## src/rtl/serial_adder_ctrl.sv

```systemverilog
// Bit-serial adder: one full-adder cell plus carry flop, sequenced LSB first,
// shared by two requesters under round-robin arbitration.
module serial_adder_ctrl #(
  parameter int WIDTH = 8
) (
  input  logic             clk,
  input  logic             rst_n,
  input  logic             req0,
  input  logic [WIDTH-1:0] a0,
  input  logic [WIDTH-1:0] b0,
  input  logic             cin0,
  input  logic             req1,
  input  logic [WIDTH-1:0] a1,
  input  logic [WIDTH-1:0] b1,
  input  logic             cin1,
  output logic             gnt0,
  output logic             gnt1,
  output logic             busy,
  output logic             done,
  output logic             done_id,
  output logic [WIDTH-1:0] sum,
  output logic             cout
);

  localparam int CNT_W = $clog2(WIDTH);
  localparam logic [CNT_W-1:0] LAST_BIT = CNT_W'(WIDTH - 1);

  typedef enum logic [1:0] {S_IDLE, S_RUN, S_DONE} state_t;

  state_t           r_state;
  state_t           w_next;
  logic             r_last;
  logic             r_owner;
  logic             r_c;
  logic [CNT_W-1:0] r_cnt;
  logic [WIDTH-1:0] r_a;
  logic [WIDTH-1:0] r_b;
  logic [WIDTH-1:0] r_res;

  logic             w_any;
  logic             w_sel;
  logic             w_gnt;
  logic             w_last_bit;
  logic             w_s;
  logic             w_c_nxt;
  logic [WIDTH-1:0] w_res_nxt;

  // Tie goes to whichever requester was not served last.
  always_comb begin
    w_any = req0 | req1;
    w_sel = 1'b0;
    if (req0 && req1) w_sel = ~r_last;
    else              w_sel = req1;
  end

  assign w_gnt      = (r_state == S_IDLE) && w_any;
  assign gnt0       = w_gnt & ~w_sel;
  assign gnt1       = w_gnt & w_sel;
  assign busy       = (r_state != S_IDLE);
  assign done       = (r_state == S_DONE);
  assign w_last_bit = (r_cnt == LAST_BIT);

  assign w_s       = r_a[0] ^ r_b[0] ^ r_c;
  assign w_c_nxt   = (r_a[0] & r_b[0]) | (r_a[0] & r_c) | (r_b[0] & r_c);
  assign w_res_nxt = {w_s, r_res[WIDTH-1:1]};

  always_ff @(posedge clk or negedge rst_n) begin
    if (!rst_n) r_state <= S_IDLE;
    else        r_state <= w_next;
  end

  always_comb begin
    w_next = r_state;
    case (r_state)
      S_IDLE:  if (w_gnt) w_next = S_RUN;
      S_RUN:   if (w_last_bit) w_next = S_DONE;
      S_DONE:  w_next = S_IDLE;
      default: w_next = S_IDLE;
    endcase
  end

  // r_last = 1 after reset so requester 0 wins the first tie.
  always_ff @(posedge clk or negedge rst_n) begin
    if (!rst_n) begin
      r_last  <= 1'b1;
      sum     <= '0;
      cout    <= 1'b0;
      done_id <= 1'b0;
    end else begin
      if (w_gnt) r_last <= w_sel;
      if (r_state == S_RUN && w_last_bit) begin
        sum     <= w_res_nxt;
        cout    <= w_c_nxt;
        done_id <= r_owner;
      end
    end
  end

  // Working registers are always (re)loaded on a grant, so they need no reset.
  always_ff @(posedge clk) begin
    if (w_gnt) begin
      r_a     <= w_sel ? a1 : a0;
      r_b     <= w_sel ? b1 : b0;
      r_c     <= w_sel ? cin1 : cin0;
      r_cnt   <= '0;
      r_owner <= w_sel;
    end else if (r_state == S_RUN) begin
      r_a   <= r_a >> 1;
      r_b   <= r_b >> 1;
      r_c   <= w_c_nxt;
      r_res <= w_res_nxt;
      r_cnt <= r_cnt + 1'b1;
    end
  end

endmodule

```

## config.mk

```make
export PLATFORM = sky130hd
export DESIGN_NAME = serial_adder_ctrl
export DESIGN_NICKNAME = d
export VERILOG_FILES = /design/src/rtl/serial_adder_ctrl.sv
export SDC_FILE = /design/constraint.sdc
export NUM_CORES = 1
export LEC_CHECK = 0
export CORE_MARGIN = 2
export CORE_UTILIZATION = 45
export CTS_BUF_LIST = sky130_fd_sc_hd__clkbuf_4 sky130_fd_sc_hd__clkbuf_8 sky130_fd_sc_hd__clkbuf_16
export CTS_CLUSTER_DIAMETER = 100
export DETAILED_ROUTE_END_ITERATION = 12
export GPL_ROUTABILITY_DRIVEN = 0
export PLACE_DENSITY = 0.77
export RECOVER_POWER = 25
export SYNTH_ARGS = -nofsm -noshare
export SYNTH_HDL_FRONTEND = slang
export SYNTH_SLANG_ARGS = --single-unit
```

## constraint.sdc

```tcl
create_clock -name clk -period 2.2 [get_ports clk]
set_input_delay 0.22 -clock clk [delete_from_list [all_inputs] [get_ports clk]]
set_output_delay 0.22 -clock clk [all_outputs]
set_load 0.005 [all_outputs]
```

# Word level (Yosys, flattened, before mapping)
# Cells that the tools add are included.
# op_classes
n_addsub	1
mul	0
div	0
order_cmp	0
eq_ne	5
shift	0
n_mux	13
n_bitwise	13
n_reduce_logical	8
# op_table
cell	count
8-bit 2-to-1 mux	6
1-bit bitwise AND	5
1-bit 2-to-1 mux	4
2-bit 2-to-1 mux	2
2-bit != test, second input constant	2
2-bit case mux with 2 select lines	1
2-bit AND reduction	2
2-bit nonzero test	2
3-bit by 1-bit adder with 3-bit output, second input constant	1
3-bit == test, second input constant	1
1-bit logical AND	3
1-bit NOT	3
1-bit bitwise OR	3
2-bit by 1-bit == test with 1-bit output, second input constant	1
2-bit == test, second input constant	1
2-bit logical NOT	1
1-bit bitwise XOR	2
# word_totals
register_bits	42
latch_bits	0
mem_bits_rw	0
rom_bits	0
inputBits	38
out_inout_bits	14
elab_cells	51
memories	0

# Logic depth before layout (Yosys ltp)
# depth
word_depth	5
ltp_mapped	5
ltp_nobuf	4

# Worst setup path before layout
# No wires, ideal clock.
# synth_timing
path_type	register to register
from	register r_state[0]
to	register r_a[0] (enable)
setup_ns	0.374
arrival_ns	1.360
required_time_ns	1.826
path_slack_ns	0.467
stages_incl_launch_ff	5
path_buffers	1
period_less_slack_ns	1.733
path_cell_list	dfrtp_1 -> nor2_2 -> o21ai_2 -> clkbuf_1 -> nand2_1
# synth_via
elab_chain_len	3
elab_cells_between_ends	4
classes_between	1 x eq/ne; 3 x reduce/logical
# synth_lines
element	line_no	source
from (decl)	30	state_t r_state;
from (signal assigned)	69	else r_state <= w_next;
2-bit logical NOT	56	assign w_gnt = (r_state == S_IDLE) && w_any;
1-bit logical AND	56	
2-bit nonzero test (no line) (*)	n/a	
to (signal assigned)	102	r_a <= w_sel ? a1 : a0;
to (signal assigned)	108	r_a <= r_a >> 1;
to (decl)	36	logic [WIDTH-1:0] r_a;
# Mark *: on every way between the ends. The rest lies on a longest branch, timed or not.
# A chain may end at the register's enable or synchronous reset.

# Final worst setup path
# layout_timing
from	register r_state[0]
to	output port gnt1
# layout_via
elab_chain_len	3
# layout_lines
element	line_no	source
2-bit logical NOT	56	
1-bit logical AND	56	
1-bit bitwise AND	58	assign gnt1 = w_gnt & w_sel;
to (decl)	17	output logic gnt1,
# No other way between the ends.

==> run_results.csv <==
group,metric,value,unit
route,viasPerCell,5.458,
final_layout,nets,217,
final_layout,diodes,0,
sta,slew_violations,0,
route,drc,0,
critical_path,worst_setup_path_end_kind,"output pin",
clock_tree,cts-root-buf,"clkbuf_8",
critical_path,path_max_fanout,10,
synthesis,async_reset_ff_share,31.71,%
final_layout,drive_gt1_share,11.86,%
synthesis,yosys_warnings,0,
critical_path,worstPathRequired,1.98,ns
sta,fin_crit,2.086,ns
sta,setup_viol_count_final,0,
route,vias,1228,
synthesis,synth.area.top_cells,"edfxtp_1 43%, dfrtp_1 17%, mux2_1 7.8%",
sta,holdWs,0.3696,ns
route,wire_per_inst,14.77,um
clock_tree,clock-sinks,41,
sta,tns,0,ns
sta,rsz0062_at_grt,"false",
sta,relSlewSlack,60.61,%
power,p_leak,1.036,nW
floorplan,initial_core_util,47.12,%
outcome,status,"finished clean",
synthesis,synth.avg_cell_area,14.73,um2
floorplan,die-area,0.004375,mm2
global_route,antenna_found_initial,0,
synthesis,synth_cell_type_count,28,
clock_tree,clock_latency,0.29,ns
synthesis,syn-instance-count,118,
route,dr.first_iter.drc_count,45,
synthesis,ys_seq_area_share,65.44,%
final_layout,layoutNonFillerInstCount,225,
clock_tree,tritoncts,"done",
clock_tree,path_clk_slew,0.08,ns
run,drv_cap,0,
synthesis,ys_ff_latch,41,
place,place_inst,217,
power,power_density,1270,mW/mm2
final_layout,syn_to_final_growth,41.25,%
place,io_buffers,51,
floorplan,fp.dieW,66.15,um
floorplan,rows,22,
power,peakVddDrop,0.4717,mV
synthesis,synthTopCellsByCount,"25 x edfxtp_1, 14 x and3_1, 13 x a221o_1, 12 x dfrtp_1, 12 x mux2_1",
place,dp_hpwl,2.499,mm
global_route,grt_max_degree,18,
sta,worst_clock_skew,0.006541,ns
synthesis,synth_top_area_share,43.20,%
clock_tree,clk_path_buf_depth,2,
synthesis,syn_nets,159,
global_route,grt.total_usage,17.32,%
route,drtAntennaViolNets,0,
floorplan,ios,52,
synthesis,synth_top_cell_by_area,"edfxtp_1",
critical_path,crit_arrival,1.87,ns
synthesis,yosysMostFrequentCell,"edfxtp_1",
synthesis,synthFlopType,"edfxtp_1",
sta,fin_crit_sh,94.82,%
sta,tightest_slew,0.5890,ns
global_route,grt_pass1_wl,5.630,mm
sta,fmax,0.4794,GHz
synthesis,syn_area,0.001738,mm2
synthesis,synth-edff-count,25,
clock_tree,cts_hold_buffers,0,
floorplan,core-area,0.003689,mm2
floorplan,die_h,66.15,um
clock_tree,cts_buffers,5,
clock_tree,cts.htree.levels,2,
critical_path,critPathKind,"flip-flop to output pin",
global_route,grt-ovfl-total,0,
sta,final_hold_viol_count,0,
route,drtPass1Iterations,4,
critical_path,cp-start-kind,"flip-flop",
hold_path,hp-class,"primary input to asynchronous set/reset pin",
route,drt-total-wl,3.323,mm
global_route,grt_pass1_vias,1240,
==> kinds of logic (layout without fill, tap and decap cells) <==
family                     after synthesis  in the layout  share of synthesized area, %
AOI/OAI and AO/OA                       19             19                         9.935
adders and majority gates                3              3                         2.592
DFF                                     41             41                         65.44
muxes                                   16             16                         10.22
xor gates and xnor gates                 1              1                        0.5041
and+or+nand+nor                         28             28                         8.784
buffers and inverters                   10             69                         2.520
==> worst max-delay path, cell delays in order, from the launching register on <==
cell and delay (ns):
dfrtp_1 0.40, nor2_2 0.28, buf_4 0.22, and2_1 0.15, clkdlybuf4s50_1 0.52
==> cell type report <==
class | instances | area (um2)
flip-flops and latches | 41 | 1137
clock buffers | 6 | 93.84
well taps | 48 | 60.06
repair buffers | 57 | 555.5
inverters | 4 | 15.01
multi-input cells | 67 | 558.0
fillers | 279 | 1234
clock inverters | 2 | 35.03
==> power breakdown <==
group	internal, mW	leakage, nW	switching, mW	total [mW]
sequential	1.32	0.446	0.163	1.48
combinational	0.560	0.524	0.416	0.977
clock	0.405	0.0663	0.254	0.658
==> cells in the final DEF, fill, tap and decap left out, types with 3 or more instances in the layout <==
cell type,n
dfrtp_1,12
clkdlybuf4s50_1,50
buf_4,6
dfxtp_1,3
mux2_1,12
clkbuf_8,5
edfxtp_1,25
and3_1,13
nand2_1,6
nor2_1,3
a221o_1,13
inv_1,3
==> flip-flops by register name, indices dropped and copies added, names as in the netlist <==
signal / flops
r_b: 8
r_state: 2
r_owner: 1
r_cnt: 3
sum: 8
r_a: 8
done_id: 1
cout: 1
r_last: 1
r_res: 7
r_c: 1
==> worst paths after layout <==
check,start,endpoint,slack [ns],cells after the start
worst max-delay path,r_state[0],gnt1,0.11,4
worst min-delay path,rst_n,done_id,0.37,1
worst max register to register,r_state[1],sum[4],0.29,4
worst min register to register,r_res[7],r_res[6],0.45,0
max in group asynchronous,rst_n,sum[1],1.45,1
min in group clk,r_res[7],r_res[6],0.45,0
==> per-layer routing <==
metal	global-route usage [%]	vias up	share of wire, %
met2	28.75	52	48
li1	-	567	-
met1	20.56	604	41
met4	8.418	0	1.4
met5	0	-	0
met3	4.940	5	8.9
==> metrics by stage <==
stage	power (mW)	setup slack (ns)	instance area (um2)	utilization, %
floorplan	2.009	0.4667	1738	-
global placement	2.444	0.2719	2325	63.03
detailed placement	2.492	0.2244	2325	63.03
CTS	3.160	0.06979	2454	66.52
global route	3.323	0.01220	2455	66.55
finish	3.119	0.1140	2455	66.55
==> what timing repair did <==
item,CTS,global route
endpoints found under the setup margin,0,1
setup buffers,0,0
resized for setup,0,1
Power figures use the tool's default switching activity.
